==> src/rtl/uart_pkg.sv <==
`default_nettype none
// ============================================================================
// Module   : uart_pkg
// Purpose  : Shared UART definitions: the transmit FSM state encoding and the
//            oversampling constants used by the TX and RX bit timers.
// Ports    : none (package)
// Revision : 1.0 - initial release
// ============================================================================
package uart_pkg;

   typedef enum logic [2:0] {
      IDLE   = 3'd0,
      START  = 3'd1,
      DATA   = 3'd2,
      PARITY = 3'd3,
      STOP   = 3'd4
   } tx_state_e;

   localparam int OVERSAMPLE = 16;
   localparam int TICK_CNT_W = 4;

endpackage
`default_nettype wire

==> src/rtl/uart_bit_timer.sv <==
`default_nettype none
// ============================================================================
// Module   : uart_bit_timer
// Purpose  : Counts 16x oversampling ticks and flags the last tick of each
//            bit time.
// Ports    : clk      - system clock
//            rst      - asynchronous active-high reset
//            tick_16x - single-cycle pulse at 16x the baud rate
//            enable   - count while high; counter held at 0 while low
//            bit_end  - single-cycle strobe on the tick that closes a bit
// Revision : 1.0 - initial release
// ============================================================================
module uart_bit_timer
   import uart_pkg::*;
(
   input  logic clk,
   input  logic rst,
   input  logic tick_16x,
   input  logic enable,
   output logic bit_end
);

   localparam logic [TICK_CNT_W-1:0] c_LAST_TICK = TICK_CNT_W'(OVERSAMPLE - 1);

   logic [TICK_CNT_W-1:0] r_tick_cnt;

   // The counter wraps naturally from 15 back to 0 at each bit boundary.
   always_ff @(posedge clk or posedge rst) begin
      if (rst) begin
         r_tick_cnt <= '0;
      end else if (!enable) begin
         r_tick_cnt <= '0;
      end else if (tick_16x) begin
         r_tick_cnt <= r_tick_cnt + 1'b1;
      end
   end

   assign bit_end = enable && tick_16x && (r_tick_cnt == c_LAST_TICK);

endmodule
`default_nettype wire

==> src/rtl/uart_tx_serializer.sv <==
`default_nettype none
// ============================================================================
// Module   : uart_tx_serializer
// Purpose  : UART transmitter. Accepts a word over valid/ready and shifts it
//            out as start, data (LSB first), optional parity and stop bits,
//            timed by the shared 16x oversampling tick.
// Ports    : clk      - system clock
//            rst      - asynchronous active-high reset
//            tick_16x - single-cycle pulse at 16x the baud rate
//            tx_data  - word to send, sampled at the handshake
//            tx_valid - tx_data is valid
//            tx_ready - a word can be accepted (IDLE only)
//            tx_out   - registered serial line, idles high
//            tx_busy  - a frame is in progress
//            tx_done  - one-cycle pulse after the final stop bit
// Revision : 1.0 - initial release
// ============================================================================
module uart_tx_serializer
   import uart_pkg::*;
#(
   parameter int DATA_BITS  = 8,
   parameter int PARITY_EN  = 0,
   parameter int PARITY_ODD = 0,
   parameter int STOP_BITS  = 1
) (
   input  logic                 clk,
   input  logic                 rst,
   input  logic                 tick_16x,
   input  logic [DATA_BITS-1:0] tx_data,
   input  logic                 tx_valid,
   output logic                 tx_ready,
   output logic                 tx_out,
   output logic                 tx_busy,
   output logic                 tx_done
);

   localparam logic [2:0] c_LAST_IDX = 3'(DATA_BITS - 1);

   tx_state_e            r_state;
   logic [DATA_BITS-1:0] r_shift;
   logic [2:0]           r_bit_idx;
   logic                 r_parity;
   logic                 r_stop_cnt;
   logic                 r_out;
   logic                 r_ready;
   logic                 r_busy;
   logic                 r_done;

   logic                 w_bit_end;
   logic                 w_accept;
   logic                 w_parity_next;

   // r_busy is high in every state except IDLE, so it doubles as the timer
   // enable; the counter therefore sits at 0 while idle.
   uart_bit_timer u_bit_timer (
      .clk      (clk),
      .rst      (rst),
      .tick_16x (tick_16x),
      .enable   (r_busy),
      .bit_end  (w_bit_end)
   );

   assign w_accept      = tx_valid && r_ready;
   // Parity accumulates over the latched word as each bit leaves, so the
   // live input is never consulted after the handshake.
   assign w_parity_next = r_parity ^ r_shift[0];

   always_ff @(posedge clk or posedge rst) begin
      if (rst) begin
         r_state    <= IDLE;
         r_shift    <= '0;
         r_bit_idx  <= '0;
         r_parity   <= 1'b0;
         r_stop_cnt <= 1'b0;
         r_out      <= 1'b1;
         r_ready    <= 1'b1;
         r_busy     <= 1'b0;
         r_done     <= 1'b0;
      end else begin
         r_done <= 1'b0;
         case (r_state)
            IDLE: begin
               if (w_accept) begin
                  r_shift    <= tx_data;
                  r_bit_idx  <= '0;
                  r_stop_cnt <= 1'b0;
                  // Seeding with 1 turns the running XOR into odd parity.
                  r_parity   <= (PARITY_ODD != 0);
                  r_out      <= 1'b0;
                  r_ready    <= 1'b0;
                  r_busy     <= 1'b1;
                  r_state    <= START;
               end
            end
            START: begin
               if (w_bit_end) begin
                  r_out   <= r_shift[0];
                  r_state <= DATA;
               end
            end
            DATA: begin
               if (w_bit_end) begin
                  r_parity <= w_parity_next;
                  if (r_bit_idx == c_LAST_IDX) begin
                     if (PARITY_EN != 0) begin
                        r_out   <= w_parity_next;
                        r_state <= PARITY;
                     end else begin
                        r_out   <= 1'b1;
                        r_state <= STOP;
                     end
                  end else begin
                     r_shift   <= r_shift >> 1;
                     r_out     <= r_shift[1];
                     r_bit_idx <= r_bit_idx + 3'd1;
                  end
               end
            end
            PARITY: begin
               if (w_bit_end) begin
                  r_out   <= 1'b1;
                  r_state <= STOP;
               end
            end
            STOP: begin
               if (w_bit_end) begin
                  if ((STOP_BITS == 2) && !r_stop_cnt) begin
                     r_stop_cnt <= 1'b1;
                  end else begin
                     r_stop_cnt <= 1'b0;
                     r_ready    <= 1'b1;
                     r_busy     <= 1'b0;
                     r_done     <= 1'b1;
                     r_state    <= IDLE;
                  end
               end
            end
            default: begin
               r_out   <= 1'b1;
               r_ready <= 1'b1;
               r_busy  <= 1'b0;
               r_state <= IDLE;
            end
         endcase
      end
   end

   assign tx_out   = r_out;
   assign tx_ready = r_ready;
   assign tx_busy  = r_busy;
   assign tx_done  = r_done;

endmodule
`default_nettype wire

==> config.mk <==
export PLATFORM = sky130hd
export DESIGN_NAME = uart_tx_serializer
export DESIGN_NICKNAME = d
export VERILOG_FILES = /design/src/rtl/uart_pkg.sv /design/src/rtl/uart_bit_timer.sv /design/src/rtl/uart_tx_serializer.sv
export SDC_FILE = /design/constraint.sdc
export NUM_CORES = 1
export LEC_CHECK = 0
export ABC_AREA = 1
export CAP_MARGIN = 5
export CORE_UTILIZATION = 49
export CTS_CLUSTER_DIAMETER = 60
export DETAILED_ROUTE_END_ITERATION = 12
export PLACE_DENSITY = 0.75
export REMOVE_ABC_BUFFERS = 1
export SYNTH_ARGS = -nofsm -noshare
export SYNTH_HDL_FRONTEND = slang
export SYNTH_SLANG_ARGS = --single-unit
==> constraint.sdc <==
create_clock -name clk -period 1.5 [get_ports clk]
set_input_delay 0.3 -clock clk [delete_from_list [all_inputs] [get_ports clk]]
set_output_delay 0.3 -clock clk [all_outputs]
set_load 0.03 [all_outputs]
### Word level (Yosys, flattened, before mapping)

Index checks and enable logic that the tools add are counted.
Widths: inputs -> output; s select.

| word-level totals | value |
|---|---|
| output and inout port bits | 4 |
| register bits | 22 |
| word-level logic and storage cells | 65 |
| input bits | 12 |

| operators by class | value |
|---|---|
| multiplexer cells | 29 |
| add/subtract/negate cells | 2 |
| eq/ne operators | 14 |
| reductions and logical operators | 10 |
| bitwise gates (word level) | 2 |

Operator list:

| kind | count |
|---|---|
| $mux 3 | 9 |
| $mux 8 | 3 |
| $pmux 8 s2 | 1 |
| $pmux 3 s5 | 1 |
| $mux 1 | 9 |
| $mux 4 | 2 |
| $ne 2x1->1 const B | 4 |
| $ne 2x2->1 const B | 4 |
| $eq 3x2->1 const B | 2 |
| $eq 3x3->1 const B | 2 |
| $pmux 1 s3 | 2 |
| $pmux 3 s2 | 1 |
| $reduce_and 6->1 | 1 |
| $pmux 1 s5 | 1 |
| $reduce_and 5->1 | 1 |
| $add 4x1->4 const B | 1 |
| $eq 4x4->1 const B | 1 |
| $reduce_and 4->1 | 1 |
| $add 3x1->3 const B | 1 |
| $eq 3x1->1 const B | 1 |
| $logic_and 1x1->1 | 3 |
| $logic_not 3->1 | 1 |
| $reduce_and 3->1 | 1 |
| $reduce_or 3->1 | 1 |
| other kinds (2) | 3 |

### Longest topological paths before layout

Gate-level depths: netlist of the first run.

| logic depth | value |
|---|---|
| depth in word-level cells | 4 |
| gate-level depth with buffers | 9 |

### Cells and area by module

A second synthesis of the first run with hierarchy kept.

| second synthesis, totals | value |
|---|---|
| cells, all modules | 168 |
| area, all modules | 1300.0 um^2 |

By module, submodules not included:

| module | instances | area each (um^2) | cells an instance | sequential area each (um^2) |
|---|---|---|---|---|
| uart_tx_serializer | 1 | 1087.3 | 141 | 452.9 |
| uart_bit_timer | 1 | 212.7 | 27 | 100.1 |

### Worst setup path before layout of the first run

No wires, ideal clock.

| path | value |
|---|---|
| path kind | reg2reg |
| from | reg r_bit_idx[0] |
| to | reg r_shift[1] |
| buffers on the path | 1 |
| data arrival time | 1.321 ns |
| cell stages (with the launch flop) | 10 |
| slack | 0.063 ns |
| required time | 1.385 ns |
| cells stage by stage | dfrtp_1 -> ha_1 -> ha_1 -> inv_1 -> nand3_2 -> nand2_4 -> nand2_8 -> buf_12 -> nand2_2 -> nand2_2 |

| on the way | value |
|---|---|
| cells in the longest elaborated chain, start to end | 3 |

Ends and longest elaborated chain:

| item | RTL line | RTL |
|---|---|---|
| start, declared | uart_tx_serializer.sv:41 | `logic [2:0] r_bit_idx;` |
| start signal, assigned | uart_tx_serializer.sv:115 | `r_bit_idx <= r_bit_idx + 3'd1;` |
| $eq 3x3->1 | uart_tx_serializer.sv:104 | `if (r_bit_idx == c_LAST_IDX) begin` |
| $ne 2x2->1 (no line) | -- |  |
| $reduce_and 4->1 (no line) | -- |  |
| end signal, assigned | uart_tx_serializer.sv:84 | `r_shift <= tx_data;` |
| end signal, assigned | uart_tx_serializer.sv:113 | `r_shift <= r_shift >> 1;` |
| end, declared | uart_tx_serializer.sv:40 | `logic [DATA_BITS-1:0] r_shift;` |

Every way passes these cells.
A chain may end at the register's enable or synchronous reset.

### Worst setup path in the final report of the first run

| path | value |
|---|---|
| from | reg r_bit_idx[0] |
| to | reg r_shift[4] |

The elaborated chain is that of the path after synthesis.

==> qor.txt, run 1 <==
Warnings, synthesis = 0
Util after Layout = 0.635
FMAX = 700 MHz
Clock Pin Slew Worst Setup and Hold Paths = 0.12 ns
Tcrit/Tclk final = 0.953
first-pass GRT wire length = 4280 um
Tmin final = 1.43 ns
Post-Syn Area = 0.00128 mm^2
normalized max-slew margin = 0.759
Core Box Area = 0.00248 mm^2
RSZ-0062 raised after global routing = no
gr ovfl total = 0
startpoint types = register
final setup violation count = 0
clk buf depth = 2
CTS Buf Count = 3
post-synthesis register bit count = 22
Fin. Hold Viols = 0
drt pass-1 iters = 4
final hold slack = 0.310 ns
die height = 53.1 um
crit end category = register
share of post-route cells with drive strength above 1 = 0.267
pre-CTS setup slack = -0.132 ns
Max Clock Skew = 0.00945 ns
critical path type = register to register
final WL = 2530 um
root buffer cell = clkbuf_4
CP Data Required Time = 1.76 ns
cts hold-fix bufs = 0
Via Count = 1055
Die ar. = 0.00282 mm^2
H-tree depth = 1
DIE WIDTH = 53.1 um
setup_tns = 0 ns
n_diodes = 0
vias in the first global route = 1044
GRT Util Overall = 0.215
CTS tree = yes
Detailed Route Iter0 Violations = 16
status = finished, final reports clean
maximum fanout along the worst path = 5
Mean Syn Cell Area = 8.37 um^2
DRC = 0
Clock Latency Late Sink = 0.31 ns
worst min-delay path class = primary input to async pin
IO Port Bufs = 15
row count = 18
PwrDens = 595 mW/mm^2
VDD IR max = 0.000591 V
r2r worst-path depth = 8
number of vias per cell = 5.02
Max Cap Viol = 0
drt wl/cell = 12.1 um
total I/O pin count = 16
Cell variety after synth = 27
Initial Utilization = 0.517
Pins Over Slew Limit = 0
sequential area share after synthesis = 0.432
Final GP Congestion = 0.846
largest net degree at the start of global routing = 23
Final #Nets = 196
Non-Filler Instances = 210
Pwr Total = 935 uW
Post-DRT Antenna Nets = 0
Cells after Synth = 153
post-route cell area = 0.00157 mm^2
dpl cells = 204
Num Clock Sinks = 22
initial antenna violation count = 0
Slew @ Worst Pin = 0.361 ns
fin worst setup slack = 0.0705 ns
HPWL Detailed = 1860 um
Worst EP arrival = 1.69 ns
Layout area overhead = 22.9%
LEAKAGE = 0.783 nW
Area after DPL = 0.00149 mm^2
[kinds of logic after synthesis]
group | after synthesis | synth area share
simple gates | 95 | 0.378
flops | 22 | 0.432
buf+inv | 17 | 0.0811
compound gates | 16 | 0.0792
fa+ha+maj | 3 | 0.0293
[layout make-up]
| type | instances | area, um^2 |
|---|---|---|
| Timing Repair Buffer | 26 | 229 |
| Multi-Input combinational cell | 115 | 673 |
| Inverter | 13 | 53.8 |
| Fill cell | 224 | 905 |
| Sequential cell | 22 | 553 |
| Tap cell | 30 | 37.5 |
| Clock buffer | 4 | 26.3 |
[layer usage]
layer  up-vias  share of wire  global-route usage
met4         0          0.020               0.110
li1        544              -                   -
met2        26           0.51               0.388
met5         -              0                   0
met3         5          0.035              0.0316
met1       480           0.43               0.242
[cells in the final DEF (no fill, tap or decap), types with 3 or more instances in the layout]
cell type / netlist / routed
a21oi_1: 4 / 4
buf_4: 1 / 12
clkbuf_4: 0 / 3
clkdlybuf4s50_1: 0 / 11
dfrtp_1: 20 / 20
inv_1: 12 / 11
nand2_1: 55 / 53
nand2_2: 7 / 9
nand2_4: 3 / 3
nand2_8: 2 / 3
nand3_1: 10 / 9
nor2_1: 8 / 8
nor2_4: 2 / 3
o21ai_0: 5 / 4
o21ai_2: 4 / 4
[worst paths after layout]
path / endpoint / slack [ns] / from
setup / recovery: r_shift[4] / 0.07 / r_bit_idx[0]
min in group clk: u_bit_timer.r_tick_cnt[3] / 0.47 / u_bit_timer.r_tick_cnt[3]
hold reg to reg: u_bit_timer.r_tick_cnt[3] / 0.47 / u_bit_timer.r_tick_cnt[3]
hold / removal: u_bit_timer.r_tick_cnt[3] / 0.31 / rst
setup reg to reg: r_shift[4] / 0.07 / r_bit_idx[0]
max in group asynchronous: tx_ready / 0.90 / rst
[cell usage after synthesis]
library cell,instances,area (um^2)
o21ai_0,5,25.0
nor2_4,2,22.5
nand2_8,2,40.0
a21oi_1,4,20.0
nand2_2,7,43.8
or2_2,1,6.26
inv_1,12,45.0
dfrtp_1,20,500
nand4_1,2,12.5
nand4_2,1,12.5
nor2_2,1,6.26
nor3_1,2,10.0
o21a_1,1,7.51
buf_6,2,22.5
buf_4,1,7.51
o21ai_2,4,35.0
nand3_1,10,50.1
nor2_1,8,30.0
dfstp_2,2,52.6
o211ai_1,1,7.51
inv_6,1,8.76
o22ai_1,1,6.26
ha_1,3,37.5
nand2_1,55,206
buf_12,1,20.0
nand3_2,1,10.0
nand2_4,3,33.8
[flip-flops by register name (all words and copies together), names as in the netlist]
| signal | flops |
|---|---|
| r_bit_idx | 3 |
| r_shift | 8 |
| r_state | 3 |
| tx_busy | 1 |
| tx_done | 1 |
| tx_out | 1 |
| tx_ready | 1 |
| u_bit_timer.r_tick_cnt | 4 |
[critical path: stages, from the launching register on]
cell     delay (ns)
dfrtp_1        0.42
ha_2           0.20
ha_4           0.16
inv_2          0.04
nand3_2        0.10
nand2_4        0.17
buf_6          0.14
nand3_1        0.07
nand2_1        0.07
[report_power, final]
| part | switching (mW) | internal (mW) |
|---|---|---|
| Combinational | 0.0246 | 0.0334 |
| Clock | 0.180 | 0.104 |
| Sequential | 0 | 0.593 |
[repair_timing]
action / in CTS / in global routing
setup buffers: 0 / 1
pin swaps: 0 / 4
gates cloned: 0 / 1
resized for setup: 2 / 11
endpoints found under the setup margin: 2 / 17
Note: power is estimated with default switching activity, not from simulation.
==> run 2, diff against run 1 <==
Settings changed: CORE_UTILIZATION 49 to 26, PLACE_DENSITY 0.75 to not set.
==> run 2 against run 1 <==
Net effect:
- first-iteration DRC count grew to 3.3 times the previous value
- critical endpoint is now r_bit_idx[2]
- cell area grew 5.1%
- power grew 16%
- setup slack gained 0.0049 ns
- sequential cell count is the same
- clock skew shrank 0.0085 ns
- global-route usage shrank 11 points
- sequential power is essentially flat
- largest cell class unchanged
- register-to-register slack is essentially flat
- critical path depth is the same
- sequential share of layout area shrank 1.7 points
==> qor.txt, run 2 (same netlist as run 1, synthesis figures left out) <==
status = finished, final reports clean
total I/O pin count = 16 (unchanged)
Max Cap Viol = 0 (unchanged)
drt pass-1 iters = 3 (-1)
Initial Utilization = 0.271 (-0.246)
Post-DRT Antenna Nets = 0 (unchanged)
CTS Buf Count = 3 (unchanged)
number of vias per cell = 4.06 (-19%)
Num Clock Sinks = 22 (unchanged)
Pins Over Slew Limit = 0 (unchanged)
Worst path max stage delay = 0.39 ns (-0.03 ns)
initial antenna violation count = 0 (unchanged)
Clock Pin Slew Worst Setup and Hold Paths = 0.08 ns (-0.04 ns)
root buffer cell = clkbuf_8
die height = 72.2 um (+36%)
n_diodes = 0 (unchanged)
final WL = 2490 um (-1.6%)
Layout area overhead = 29.1%
worst r2r src = r_bit_idx[1]
gr ovfl total = 0 (unchanged)
DRC = 0 (unchanged)
Via Count = 1018 (-3.5%)
Final #Nets = 200 (+2.0%)
PwrDens = 655 mW/mm^2 (+10%)
reg2reg end = r_bit_idx[2]
worst min-delay path class = primary input to async pin
FMAX = 702 MHz (+0.35%)
first-pass GRT wire length = 4250 um (-0.79%)
most frequent cells in the layout = nand2_1, dfrtp_1, buf_4
Slew @ Worst Pin = 0.367 ns (+0.00547 ns)
most common cell after layout, fill and taps aside = nand2_1
largest net degree at the start of global routing = 23 (unchanged)
Die ar. = 0.00521 mm^2 (+85%)
Most common cell on crit path = ha_2
maximum fanout along the worst path = 8 (+3)
crit end category = register
Pwr Total = 1.08 mW (+16%)
share of post-route cells with drive strength above 1 = 0.266 (-0.000362)
Max Clock Skew = 0.000979 ns (-0.00847 ns)
final setup violation count = 0 (unchanged)
CP top delay family = simple AND/OR/NAND/NOR gates
IO Port Bufs = 15 (unchanged)
LEAKAGE = 0.813 nW (+3.8%)
DIE WIDTH = 72.2 um (+36%)
Regs by FF count = r_shift: 8 flops, u_bit_timer.r_tick_cnt: 4 flops
Slowest cell on crit path = dfrtp_1
Clock Latency Late Sink = 0.26 ns (-0.05 ns)
startpoint types = register
HPWL Detailed = 1790 um (-3.4%)
r2r worst-path depth = 8 (unchanged)
Biggest register = r_shift
vias in the first global route = 969 (-7.2%)
clk buf depth = 2 (unchanged)
GRT Util Overall = 0.105 (-0.110)
CTS tree = yes
cts hold-fix bufs = 0 (unchanged)
Core Box Area = 0.00472 mm^2 (+91%)
CP Data Required Time = 1.65 ns (-0.11 ns)
flop-to-flop setup slack = 0.08 ns (about the same)
Final GP Congestion = 0.869 (+2.8%)
Util after Layout = 0.350 (-0.285)
normalized max-slew margin = 0.756 (-0.00365)
Tcrit/Tclk final = 0.950 (-0.00328)
Fin. Hold Viols = 0 (unchanged)
fin worst setup slack = 0.0754 ns (+0.00492 ns)
crit-path cells = ha_2 > ha_2 > inv_1 > nand3_2 > nand2_4 > nand2_8 > nand2_1 > o21ai_0
VDD IR max = 0.000603 V (+2.1%)
Worst EP arrival = 1.57 ns (-0.12 ns)
max FFs per register = 8 (unchanged)
Detailed Route Iter0 Violations = 53 (+37)
pre-CTS setup slack = -0.0865 ns (+0.0459 ns)
Tmin final = 1.42 ns (-0.00492 ns)
Worst Path Buf+Inv = 1 (-1)
critical path type = register to register
drt wl/cell = 9.92 um (-18%)
H-tree depth = 1 (unchanged)
row count = 25 (+7)
[run 2: cell count changes in the layout (fill, tap and decap cells not counted), sizes merged]
cell	before	now
buf	13	17
[run 2: how the worst max path moves through the flow]
stage,startpoint,to,slack [ns],cells after the start
2_1_floorplan,r_bit_idx[0],r_shift[0],0.11,8
3_3_place_gp,tick_16x,r_state[1],-0.08,8
3_5_place_dp,tick_16x,r_state[1],-0.09,8
4_1_cts,r_bit_idx[0],r_bit_idx[2],0.007,8
5_1_grt,r_bit_idx[1],r_bit_idx[2],-0.03,8
6_report,r_bit_idx[1],r_bit_idx[2],0.08,8
[run 2: per-stage QoR]
step	cells	cell area, um^2	hold slack, ns	setup TNS [ns]
3_5_place_dp	243	1550	0.458	-0.809
6_report	251	1650	0.373	0
5_1_grt	251	1650	0.422	-0.0722
4_1_cts	247	1600	0.382	0
2_1_floorplan	149	1230	0.288	0
3_3_place_gp	243	1550	0.445	-0.860
[run 2: area by class of cell]
type / count / area, um^2
sequential: 22 / 553
multi-input combinational: 115 / 648
fill: 508 / 3070
timing repair buffer: 30 / 259
inverter: 13 / 53.8
tap: 67 / 83.8
clock buffer: 4 / 55.1
[run 2: layer usage]
layer | part of all wire | up-vias | global-route usage
li1 | - | 550 | -
met1 | 0.51 | 446 | 0.139
met2 | 0.43 | 18 | 0.163
met3 | 0.041 | 4 | 0.0347
met4 | 0.015 | 0 | 0.0349
met5 | 0 | - | 0
[run 2: where the power goes]
part           switching [mW]  internal, mW
Sequential                  0         0.593
Combinational          0.0234        0.0332
Clock                   0.199         0.234
[run 2: worst register-to-register path, stage by stage (launching register included)]
cell and delay [ns]:
dfrtp_1 0.39, ha_2 0.19, ha_2 0.17, inv_1 0.06, nand3_2 0.10, nand2_4 0.17, nand2_8 0.09, nand2_1 0.06
o21ai_0 0.07
[run 2: repair_timing]
action	in CTS	in global routing
cloned	0	1
setup endpoints to repair	2	13
pin swaps	0	5
hold endpoints to repair	0	0
setup buffers	0	3
gates resized for setup	2	4
==> run 3, diff against run 2 <==
Settings changed: TNS_END_PERCENT set to 5.
==> run 3 against run 2 <==
Net effect:
- clock power is essentially flat
- cell area shrank 0.45%
- sequential power is essentially flat
- hold slack gained 0.0023 ns
- final cell count shrank 0.40%
- first-iteration DRC count shrank 25%
- die area is the same
- clock skew grew 0.00076 ns
- register-to-register slack is essentially flat
- sequential share of layout area grew 0.15 points
- global-route usage is the same
- critical path type unchanged
- critical endpoint is now r_shift[3]
- largest cell class unchanged
- largest power group unchanged
- highest routed layer unchanged
==> qor.txt, run 3 (same netlist as run 1, synthesis figures left out) <==
gr ovfl total = 0 (unchanged)
H-tree depth = 1 (unchanged)
PwrDens = 658 mW/mm^2 (+0.43%)
IO Port Bufs = 15 (unchanged)
most frequent cells in the layout = nand2_1, dfrtp_1, buf_4
Layout area overhead = 28.5%
Reg area = 553 um^2 (unchanged)
Final #Nets = 199 (-0.50%)
CTS tree = yes
Pins Over Slew Limit = 0 (unchanged)
Clock Latency Late Sink = 0.26 ns (about the same)
Slew @ Worst Pin = 0.367 ns (+0.000162 ns)
LEAKAGE = 0.809 nW (-0.51%)
largest net degree at the start of global routing = 23 (unchanged)
first-pass GRT wire length = 4250 um (unchanged)
n_diodes = 0 (unchanged)
CP Data Required Time = 1.71 ns (+0.06 ns)
Core Box Area = 0.00472 mm^2 (unchanged)
maximum fanout along the worst path = 5 (-3)
initial antenna violation count = 0 (unchanged)
Biggest register = r_shift
die height = 72.2 um (unchanged)
number of vias per cell = 4.06 (+0.20%)
RSZ-0062 raised after global routing = yes
worst min-delay path class = primary input to async pin
Max Cap Viol = 0 (unchanged)
final setup violation count = 0 (unchanged)
Fillers = 508 (unchanged)
cts hold-fix bufs = 0 (unchanged)
crit-path cells = ha_2 > ha_2 > inv_1 > nand3_2 > nand2_4 > buf_6 > nand3_1 > nand2_1
Regs by FF count = r_shift: 8 flops, u_bit_timer.r_tick_cnt: 4 flops
reg2reg end = r_shift[3]
fin worst setup slack = 0.0844 ns (+0.00899 ns)
Worst EP arrival = 1.62 ns (+0.05 ns)
flop-to-flop setup slack = 0.08 ns (about the same)
max FFs per register = 8 (unchanged)
critical path type = register to register
multi-input logic area = 648 um^2 (unchanged)
root buffer cell = clkbuf_8
final hold slack = 0.375 ns (+0.00229 ns)
CTS Buf Count = 3 (unchanged)
Final GP Congestion = 0.869 (unchanged)
Num Clock Sinks = 22 (unchanged)
r2r worst-path depth = 8 (unchanged)
DIE WIDTH = 72.2 um (unchanged)
drt wl/cell = 9.92 um (about the same)
VDD IR max = 0.000604 V (+0.12%)
clk buf depth = 2 (unchanged)
Detailed Route Iter0 Violations = 40 (-25%)
Fin. Hold Viols = 0 (unchanged)
share of post-route cells with drive strength above 1 = 0.262 (-0.00401)
Tcrit/Tclk final = 0.944 (-0.00600)
row count = 25 (unchanged)
final WL = 2480 um (-0.44%)
most common cell after layout, fill and taps aside = nand2_1
GRT Util Overall = 0.105 (unchanged)
Tmin final = 1.42 ns (-0.00899 ns)
Initial Utilization = 0.271 (unchanged)
drt pass-1 iters = 2 (-1)
pre-CTS setup slack = -0.0865 ns (unchanged)
DRC = 0 (unchanged)
Post-DRT Antenna Nets = 0 (unchanged)
FMAX = 706 MHz (+0.64%)
Most common cell on crit path = ha_2
status = finished, final reports clean
normalized max-slew margin = 0.755 (about the same)
Clock Pin Slew Worst Setup and Hold Paths = 0.08 ns (about the same)
Max Clock Skew = 0.00173 ns (+0.000755 ns)
HPWL Detailed = 1790 um (unchanged)
worst r2r src = r_bit_idx[1]
Worst path max stage delay = 0.40 ns (about the same)
setup_tns = 0 ns (unchanged)
total I/O pin count = 16 (unchanged)
crit end category = register
Die ar. = 0.00521 mm^2 (unchanged)
Via Count = 1016 (-0.20%)
startpoint types = register
Slowest cell on crit path = dfrtp_1
vias in the first global route = 969 (unchanged)
## run 3: worst max-delay path by stage
stage                       startpoint            to  slack [ns]  depth (start not counted)
final                     r_bit_idx[1]    r_shift[3]        0.08                          8
after global routing      r_bit_idx[1]    r_shift[3]       -0.02                          8
after detailed placement      tick_16x    r_state[1]       -0.09                          8
after floorplan           r_bit_idx[0]    r_shift[0]        0.11                          8
after CTS                 r_bit_idx[0]  r_bit_idx[2]       0.007                          8
after global placement        tick_16x    r_state[1]       -0.08                          8
## run 3: per-layer routing
metal,wire (um),global-route usage
met1,1280,0.139
met2,1080,0.163
met4,38,0.0349
met3,87,0.0347
met5,0,0
## run 3: cell type report
type | count | area share
sequential | 22 | 0.336
multi-input combinational | 115 | 0.394
clock buffer | 4 | 0.0335
tap | 67 | 0.0510
timing repair buffer | 29 | 0.153
inverter | 13 | 0.0327
## run 3: what timing repair did
item / CTS / global route
gates cloned: 0 / 1
setup endpoints to repair: 2 / 13
endpoints found under the hold margin: 0 / 0
resized for setup: 2 / 4
pin swaps: 0 / 4
setup buffers: 0 / 2
## run 3: power breakdown
group	internal, mW	total (mW)	switching (mW)
combinational	0.0332	0.0568	0.0235
clock	0.234	0.432	0.198
sequential	0.593	0.593	0
total	0.860	1.08	0.222
## run 3: per-stage QoR
step | instance area, um^2 | utilization | total power, mW | instances
finish | 1650 | 0.348 | 1.08 | 250
CTS | 1600 | 0.339 | 1.10 | 247
global route | 1650 | 0.348 | 1.13 | 250
detailed placement | 1550 | 0.328 | 0.663 | 243
floorplan | 1230 | - | 0.623 | 149
global placement | 1550 | 0.328 | 0.663 | 243
## run 3: worst max-delay path: cells and delay by family (launching register included)
kind	cells	cell delay, ns
buffers and inverters	2	0.19
AND/OR/NAND/NOR	4	0.42
adder cells (fa/ha/maj)	2	0.35
flip-flops	1	0.40
